**src/rtl/ldpc_ber_frame_sequencer.sv**
```systemverilog
// LDPC BER self-test frame sequencer: LFSR message, exact-weight error mask, decode check.
// Optional decode timeout is enabled by defining LDPC_BER_TIMEOUT_EN.
module ldpc_ber_frame_sequencer #(
  parameter int MM     = 168,
  parameter int NN     = 208,
  parameter int LFSR_W = 32,
  parameter int CNT_W  = 32,
  parameter int TMO_W  = 16
) (
  input  logic               wb_clk_i,
  input  logic               wb_rst_i,
  input  logic               cfg_run_i,
  input  logic               cfg_stop_i,
  input  logic [CNT_W-1:0]   cfg_frames_i,
  input  logic [8:0]         cfg_err_bits_i,
  input  logic [31:0]        cfg_seed_i,
  input  logic [TMO_W-1:0]   cfg_tmo_i,
  output logic [NN-MM-1:0]   msg_o,
  input  logic               enc_valid_i,
  input  logic [NN-1:0]      enc_cword_i,
  output logic [NN-1:0]      err_mask_o,
  output logic               start_dec_o,
  input  logic               dec_done_i,
  input  logic [NN-1:0]      dec_word_i,
  output logic               busy_o,
  output logic               done_o,
  output logic [CNT_W-1:0]   frames_o,
  output logic [CNT_W-1:0]   fails_o,
  output logic [CNT_W-1:0]   bit_errs_o,
  output logic [CNT_W-1:0]   tmo_cnt_o
);

  localparam int K = NN - MM;
  localparam logic [8:0] K_LAST = 9'(K - 1);
  localparam logic [8:0] NN_9 = 9'(NN);
  localparam logic [LFSR_W-1:0] TAPS = 32'h8020_0003;

  typedef enum logic [2:0] {
    S_IDLE, S_MSG, S_ENC_WAIT, S_ERR,
    S_START, S_DEC_WAIT, S_CHECK, S_DONE
  } state_t;

  state_t            state_q, state_d;
  logic [LFSR_W-1:0] lfsr_q, lfsr_d;
  logic [K-1:0]      msg_q, msg_d;
  logic [NN-1:0]     mask_q, mask_d;
  logic [NN-1:0]     cword_q, cword_d;
  logic [8:0]        cnt_q, cnt_d;
  logic [CNT_W-1:0]  frames_q, frames_d;
  logic [CNT_W-1:0]  fails_q, fails_d;
  logic [CNT_W-1:0]  bits_q, bits_d;
  logic              done_q, done_d;
  logic              start;

  logic [LFSR_W-1:0] lfsr_nx;
  logic [8:0]        ebits;
  logic [NN-1:0]     onehot;
  logic              hit;
  logic [8:0]        e_w;
  logic [CNT_W-1:0]  frames_inc;

  function automatic logic [8:0] popcnt(input logic [NN-1:0] v);
    logic [8:0] c;
    c = '0;
    for (int i = 0; i < NN; i++) c = c + {8'd0, v[i]};
    return c;
  endfunction

  function automatic logic [CNT_W-1:0] sat_add(
    input logic [CNT_W-1:0] a,
    input logic [CNT_W-1:0] b
  );
    logic [CNT_W:0] s;
    s = {1'b0, a} + {1'b0, b};
    return s[CNT_W] ? '1 : s[CNT_W-1:0];
  endfunction

`ifdef LDPC_BER_TIMEOUT_EN
  logic [TMO_W-1:0] tmo_q, tmo_d;
  logic             to_q, to_d;
  logic [CNT_W-1:0] tcnt_q, tcnt_d;
  assign tmo_cnt_o = tcnt_q;
`else
  logic unused_tmo;
  assign unused_tmo = ^cfg_tmo_i;
  assign tmo_cnt_o  = '0;
`endif

  assign lfsr_nx = (lfsr_q >> 1) ^ (lfsr_q[0] ? TAPS : '0);
  assign ebits   = (cfg_err_bits_i > NN_9) ? NN_9 : cfg_err_bits_i;
  // Out-of-range positions shift the one-hot off the top and never hit.
  assign onehot  = {{(NN-1){1'b0}}, 1'b1} << lfsr_q[7:0];
  assign hit     = |(onehot & ~mask_q);
  assign frames_inc = sat_add(frames_q, CNT_W'(1));

  always_comb begin
    state_d  = state_q;
    lfsr_d   = lfsr_q;
    msg_d    = msg_q;
    mask_d   = mask_q;
    cword_d  = cword_q;
    cnt_d    = cnt_q;
    frames_d = frames_q;
    fails_d  = fails_q;
    bits_d   = bits_q;
    done_d   = done_q;
    start    = 1'b0;
    e_w      = popcnt(dec_word_i ^ cword_q);
`ifdef LDPC_BER_TIMEOUT_EN
    tmo_d    = tmo_q;
    to_d     = to_q;
    tcnt_d   = tcnt_q;
    if (to_q) e_w = NN_9;
`endif

    unique case (state_q)
      S_IDLE: begin
        if (cfg_run_i) begin
          lfsr_d   = (cfg_seed_i == '0) ? 32'd1 : cfg_seed_i;
          frames_d = '0;
          fails_d  = '0;
          bits_d   = '0;
          done_d   = 1'b0;
          cnt_d    = '0;
`ifdef LDPC_BER_TIMEOUT_EN
          tcnt_d   = '0;
`endif
          state_d  = S_MSG;
        end
      end
      S_MSG: begin
        msg_d  = {msg_q[K-2:0], lfsr_q[0]};
        lfsr_d = lfsr_nx;
        cnt_d  = cnt_q + 9'd1;
        if (cnt_q == K_LAST) begin
          mask_d  = '0;
          cnt_d   = '0;
          state_d = S_ENC_WAIT;
        end
      end
      S_ENC_WAIT: begin
        // cnt_q marks that the mandatory first wait cycle has passed.
        if (cnt_q == '0) begin
          cnt_d = 9'd1;
        end else if (enc_valid_i) begin
          cword_d = enc_cword_i;
          cnt_d   = '0;
          state_d = (ebits == '0) ? S_START : S_ERR;
        end
      end
      S_ERR: begin
        lfsr_d = lfsr_nx;
        if (hit) begin
          mask_d = mask_q | onehot;
          cnt_d  = cnt_q + 9'd1;
          if (cnt_q + 9'd1 == ebits) state_d = S_START;
        end
      end
      S_START: begin
        start   = 1'b1;
        state_d = S_DEC_WAIT;
`ifdef LDPC_BER_TIMEOUT_EN
        tmo_d   = '0;
        to_d    = 1'b0;
`endif
      end
      S_DEC_WAIT: begin
        if (dec_done_i) begin
          state_d = S_CHECK;
        end
`ifdef LDPC_BER_TIMEOUT_EN
        else if (cfg_tmo_i != '0) begin
          tmo_d = tmo_q + 1'b1;
          if (tmo_d == cfg_tmo_i) begin
            to_d    = 1'b1;
            state_d = S_CHECK;
          end
        end
`endif
      end
      S_CHECK: begin
        frames_d = frames_inc;
        bits_d   = sat_add(bits_q, CNT_W'(e_w));
        if (e_w != '0) fails_d = sat_add(fails_q, CNT_W'(1));
`ifdef LDPC_BER_TIMEOUT_EN
        if (to_q) tcnt_d = sat_add(tcnt_q, CNT_W'(1));
`endif
        cnt_d = '0;
        if (cfg_frames_i != '0 && frames_inc >= cfg_frames_i)
          state_d = S_DONE;
        else
          state_d = S_MSG;
      end
      S_DONE: begin
        done_d  = 1'b1;
        state_d = S_IDLE;
      end
      default: state_d = S_IDLE;
    endcase

    // Abort: drop the frame in flight, keep statistics untouched.
    if (state_q != S_IDLE && cfg_stop_i) begin
      state_d  = S_IDLE;
      start    = 1'b0;
      lfsr_d   = lfsr_q;
      msg_d    = msg_q;
      mask_d   = mask_q;
      cword_d  = cword_q;
      frames_d = frames_q;
      fails_d  = fails_q;
      bits_d   = bits_q;
      done_d   = done_q;
`ifdef LDPC_BER_TIMEOUT_EN
      tcnt_d   = tcnt_q;
`endif
    end
  end

  always_ff @(posedge wb_clk_i) begin
    if (wb_rst_i) begin
      state_q  <= S_IDLE;
      lfsr_q   <= 32'd1;
      msg_q    <= '0;
      mask_q   <= '0;
      cword_q  <= '0;
      cnt_q    <= '0;
      frames_q <= '0;
      fails_q  <= '0;
      bits_q   <= '0;
      done_q   <= 1'b0;
`ifdef LDPC_BER_TIMEOUT_EN
      tmo_q    <= '0;
      to_q     <= 1'b0;
      tcnt_q   <= '0;
`endif
    end else begin
      state_q  <= state_d;
      lfsr_q   <= lfsr_d;
      msg_q    <= msg_d;
      mask_q   <= mask_d;
      cword_q  <= cword_d;
      cnt_q    <= cnt_d;
      frames_q <= frames_d;
      fails_q  <= fails_d;
      bits_q   <= bits_d;
      done_q   <= done_d;
`ifdef LDPC_BER_TIMEOUT_EN
      tmo_q    <= tmo_d;
      to_q     <= to_d;
      tcnt_q   <= tcnt_d;
`endif
    end
  end

  assign msg_o       = msg_q;
  assign err_mask_o  = mask_q;
  assign start_dec_o = start;
  assign busy_o      = (state_q != S_IDLE);
  assign done_o      = done_q;
  assign frames_o    = frames_q;
  assign fails_o     = fails_q;
  assign bit_errs_o  = bits_q;

endmodule

```
**config.mk**
```make
export PLATFORM = sky130hd
export DESIGN_NAME = ldpc_ber_frame_sequencer
export DESIGN_NICKNAME = d
export VERILOG_FILES = /design/src/rtl/ldpc_ber_frame_sequencer.sv
export SDC_FILE = /design/constraint.sdc
export NUM_CORES = 2
export LEC_CHECK = 0
export BUFFER_PORTS_ARGS = -buffer_cell sky130_fd_sc_hd__buf_2
export CORE_AREA = 3 3 348 350
export CTS_CLUSTER_DIAMETER = 60
export DETAILED_ROUTE_END_ITERATION = 10
export DIE_AREA = 0 0 351 353
export SETUP_SLACK_MARGIN = 0.02
export SYNTH_ARGS = -nofsm -noshare
export SYNTH_HDL_FRONTEND = slang
export SYNTH_SLANG_ARGS = --single-unit
```
**constraint.sdc**
```tcl
create_clock -name wb_clk_i -period 13.5 [get_ports wb_clk_i]
set_input_delay 3.375 -clock wb_clk_i [delete_from_list [all_inputs] [get_ports wb_clk_i]]
set_output_delay 3.375 -clock wb_clk_i [all_outputs]
set_load 0.02 [all_outputs]
```
# Word level (Yosys, flattened, before mapping)

Cells that the tools add are included.
W data, S select, Z words.

Output and inout port bits: 379
Logic and storage cells: 311
Bits in registers: 597
Input port bits: 511

$add $sub $neg: 211
$lt $le $gt $ge: 2
Reduce and logical (&&, ||, !) cells: 26
Shifts and indexed selects: 1
Muxes and demuxes: 36
Bitwise logic cells: 7
Equality and inequality tests: 18

Operator list:

| operator                | count |
|---|---|
| $add A9 B1 Y9           | 199 |
| $mux W208               | 2 |
| $pmux W208 S2           | 1 |
| $mux W32                | 8 |
| $pmux W32 S2            | 4 |
| $and A208 B208 Y208     | 1 |
| $not A208 Y208          | 1 |
| $or A208 B208 Y208      | 1 |
| $reduce_or A208 Y1      | 1 |
| $shl A1 B8 Y208 const A | 1 |
| $xor A208 B208 Y208     | 1 |
| $add A32 B1 Y33 const B | 2 |
| $mux W9                 | 6 |
| $pmux W9 S5             | 1 |
| $add A32 B9 Y33         | 1 |
| $ge A32 B32 Y1          | 1 |
| $logic_not A32 Y1       | 1 |
| $reduce_bool A32 Y1     | 1 |
| $xor A31 B32 Y32        | 1 |
| $mux W3                 | 9 |
| $pmux W3 S8             | 1 |
| $logic_not A9 Y1        | 2 |
| $ne A2 B2 Y1 const B    | 8 |
| $reduce_and A4 Y1       | 4 |
| 29 further kinds        | 43 |

# Longest topological paths before layout

Depth in word-level cells: 211
Depth in mapped cells: 40
Depth with buffers taken out: 38

# Least setup slack after synthesis

No wires, ideal clock.

Kind: input port to flip-flop
Start point: in dec_word_i[177]
End point: reg bits_q[10], in the netlist bit_errs_o[10]
Buffers on the path: 2
Required time: 13.376 ns
Setup time: 0.124 ns
Path slack: 0.947 ns
Stages: 39
Arrival time: 12.429 ns
Path through: xor2_1 fa_1 inv_1 fa_1 fa_1 inv_1 fa_1 inv_1 fa_1 inv_1 fa_1 inv_1 fa_1 fa_1 inv_1 fa_1 inv_1 fa_1 [3 not listed] inv_1 fa_1 nor2b_1 o21ai_0 a21oi_1 o31a_1 o21ai_0 nand2b_1 ha_1 and2_1 a22o_1 a31oi_1 nor2_1 and3_1 buf_2 buf_2 o21ai_0 o21ai_0

Longest elaborated chain between the ends: 35

RTL lines:

| element                      | line | text |
|---|---|---|
| start: declaration           | 24   | `input logic [NN-1:0] dec_word_i,` |
| $xor A208 B208 Y208          | 108  | `e_w = popcnt(dec_word_i ^ cword_q);` |
| $add A9 B1 Y9 (31 in series) | 65   | `for (int i = 0; i < NN; i++) c = c + {8'd0, v[i]};` |
| $add A32 B9 Y33              | 74   | `s = {1'b0, a} + {1'b0, b};` |
| $mux W32                     | 75   | `return s[CNT_W] ? '1 : s[CNT_W-1:0];` |
| $pmux W32 S2                 | 116  | `unique case (state_q)` |
| end signal: assignment       | 245  | `bits_q <= bits_d;` |
| end: declaration             | 51   | `logic [CNT_W-1:0] bits_q, bits_d;` |

No other way between the ends.
A chain may end at the register's enable or synchronous reset.

# Worst setup path after layout

Start point: in dec_word_i[171]
End point: reg bits_q[19], in the netlist bit_errs_o[19]

Longest elaborated chain between the ends: 41

RTL lines:

| element                      | line |
|---|---|
| $xor A208 B208 Y208          | 108 |
| $add A9 B1 Y9 (37 in series) | 65 |
| $add A32 B9 Y33              | 74 |
| $mux W32                     | 75 |
| $pmux W32 S2                 | 116 |

No other way between the ends.

==> flow_summary.json <==
{
  "design.core.area_um2": 118000,
  "post-cts-setup-buffer-count": 0,
  "die_area_um2": 124000,
  "place_congestion": 0.949,
  "synth_edf_count": 0,
  "cp_common_cell": "fa_1",
  "port_buffers": 841,
  "critPathMaxFanout": 8,
  "die_x_um": 351,
  "syn_area_um2": 35300,
  "area.growth.synth_to_final_pct": 23.7,
  "fin_crit_sh_pct": 94.9,
  "grt_pass1_wl_um": 212000,
  "ys_seq_elements": 597,
  "fin_skew_ns": 0.0633,
  "synth_cells": 4151,
  "max_stage_delay_ns": 0.58,
  "dieHeight_um": 353,
  "grt_pass1_vias": 32500,
  "gr-usage-all-layers_pct": 22.5,
  "final_cell_area_um2": 43700,
  "antenna_found_initial": 36,
  "clock_latency_ns": 0.69,
  "synth_top_cells_by_count": "nand2_1 (658), dfxtp_1 (597), a21oi_1 (377), nor2_1 (369), inv_1 (255)",
  "fmax_ghz": 0.0781,
  "drive_above_1_share_pct": 24.0,
  "drtPass1Iterations": 6,
  "overflow": 0,
  "ctsHtreeMaxLevel": 3,
  "cts_made_buffers": 83,
  "yosysSeqAreaShare_pct": 33.9,
  "synth_area_leaders": "dfxtp_1 (34%), fa_1 (11%), nand2_1 (7.0%), a21oi_1 (5.3%), nor2_1 (3.9%)",
  "worst_slew_pin_slew_ns": 1.37,
  "cts_num_sinks": 597,
  "maxSlewViolCount": 0,
  "period_minus_slack_ns": 12.81,
  "cts_tree": "yes",
  "final_nets": 5640,
  "status": "completed",
  "hold_buffers": 0,
  "synth_most_common_cell": "nand2_1",
  "io-pin-count": 890,
  "dpl_cell_area_um2": 40600,
  "detail_route.iter0.violations": 3494,
  "critPathCaptureType": "flop",
  "crit_slowest_cell": "fa_1",
  "hp-class": "reg -> reg",
  "vias": 34100,
  "ys.flop_type": "dfxtp_1",
  "worstPathRequired_ns": 14.01,
  "yosys_warnings": 0,
  "clk_path_buf_depth": 3,
  "wl_um": 147000,
  "clk_pin_slew_worst_paths_ns": 0.06,
  "wl_per_cell_um": 22.6,
  "drc": 0,
  "synthDominantCellAreaShare_pct": 33.9,
  "antenna_left": 0,
  "rsz0062_at_grt": "false",
  "ctsRootBufferMaster": "clkbuf_16",
  "cts_resized": 0,
  "syn_avg_cell_area_um2": 8.50,
  "cp-start-kind": "input pin",
  "ys_types": 87,
  "whs_ns": 0.442,
  "finalSetupViolCount": 0,
  "row_count": 126,
  "cp.arrival_ns": 13.33,
  "synth_top_cell_by_area": "dfxtp_1",
  "path_class": "in -> reg",
  "initial_core_util_pct": 29.9,
  "max_cap_viol_count": 0,
  "async_flop_share_pct": 0,
  "vias_per_cell": 5.26,
  "place_hpwl_um": 110000,
  "timing.final.hold_violations": 0,
  "grt_max_degree": 209,
  "max_slew_margin_pct": 6.26
}
[final timing paths]
path | from | end | slack [ns] | cells after the start
worst min-delay path | msg_o[21] | msg_o[22] | 0.44 | 2
worst max-delay path | dec_word_i[171] | bit_errs_o[19] | 0.69 | 38
worst max register to register | cword_q[177] | bit_errs_o[19] | 3.14 | 37
worst min register to register | msg_o[21] | msg_o[22] | 0.44 | 2
[worst max-delay path: cells and delay by family]
kind                     cells  cell delay [ns]
XOR/XNOR                     1             0.27
AND/OR/NAND/NOR              6             1.03
AO/OA/AOI/OAI                7             1.48
adder cells (fa/ha/maj)     14             6.50
buffers and inverters       10             0.66
[flip-flops by register name, indices dropped and copies added, names as in the netlist]
| name | count |
|---|---|
| cnt_q | 9 |
| msg_o | 40 |
| bit_errs_o | 32 |
| frames_o | 32 |
| fails_o | 32 |
| cword_q | 208 |
| done_o | 1 |
| state_q | 3 |
| lfsr_q | 32 |
| err_mask_o | 208 |
[metal layers]
metal	GRT usage [%]	vias to the layer above	wire (um)
li1	-	15700	-
met1	29.4	16500	60500
met2	35.4	1524	67000
met3	6.06	283	14000
met4	8.48	14	5160
met5	0	-	92
[through the flow]
step | setup WS [ns] | util [%] | instances | setup TNS [ns]
after floorplan | 0.947 | - | 4182 | 0
after global placement | 0.00305 | 34.4 | 6301 | 0
after detailed placement | -0.0447 | 34.4 | 6301 | -0.290
after CTS | 0.630 | 36.9 | 6455 | 0
after global routing | 0.111 | 36.9 | 6471 | 0
final | 0.688 | 37.0 | 6481 | 0
[layout by cell type, fill, tap and decap left out, types with 41 or more instances in the layout]
cell type	synthesis	routed
a21oi_1	377	377
a22oi_1	41	41
a41oi_1	128	128
a41oi_2	72	72
buf_2	34	840
buf_4	46	68
clkbuf_16	0	83
dfxtp_1	597	595
fa_1	195	195
ha_1	84	84
inv_1	255	255
nand2_1	658	658
nand3_1	67	67
nand4_1	48	48
nor2_1	369	366
nor3_1	51	49
o21ai_0	127	127
xnor2_1	128	128
xor2_1	123	123
[cell families after synthesis]
group	share of synthesized area (%)
buffers and inverters	7.37
other	0.0106
multiplexers	0.528
AND/OR/NAND/NOR	17.9
flip-flops	33.9
AO/OA/AOI/OAI	20.0
adder cells (fa/ha/maj)	14.0
XOR/XNOR	6.23
[area by class of cell]
class | instances | area [um^2]
fillers | 12200 | 74400
diodes | 26 | 65.1
inverters | 256 | 961
multi-input cells | 2998 | 20900
flip-flops and latches | 597 | 12000
clock inverters | 50 | 759
repair buffers | 914 | 4830
clock buffers | 104 | 2270
well taps | 1536 | 1920
Power is not shown: default switching activity piles up to over one toggle a cycle in this logic, so the estimate is an artifact.
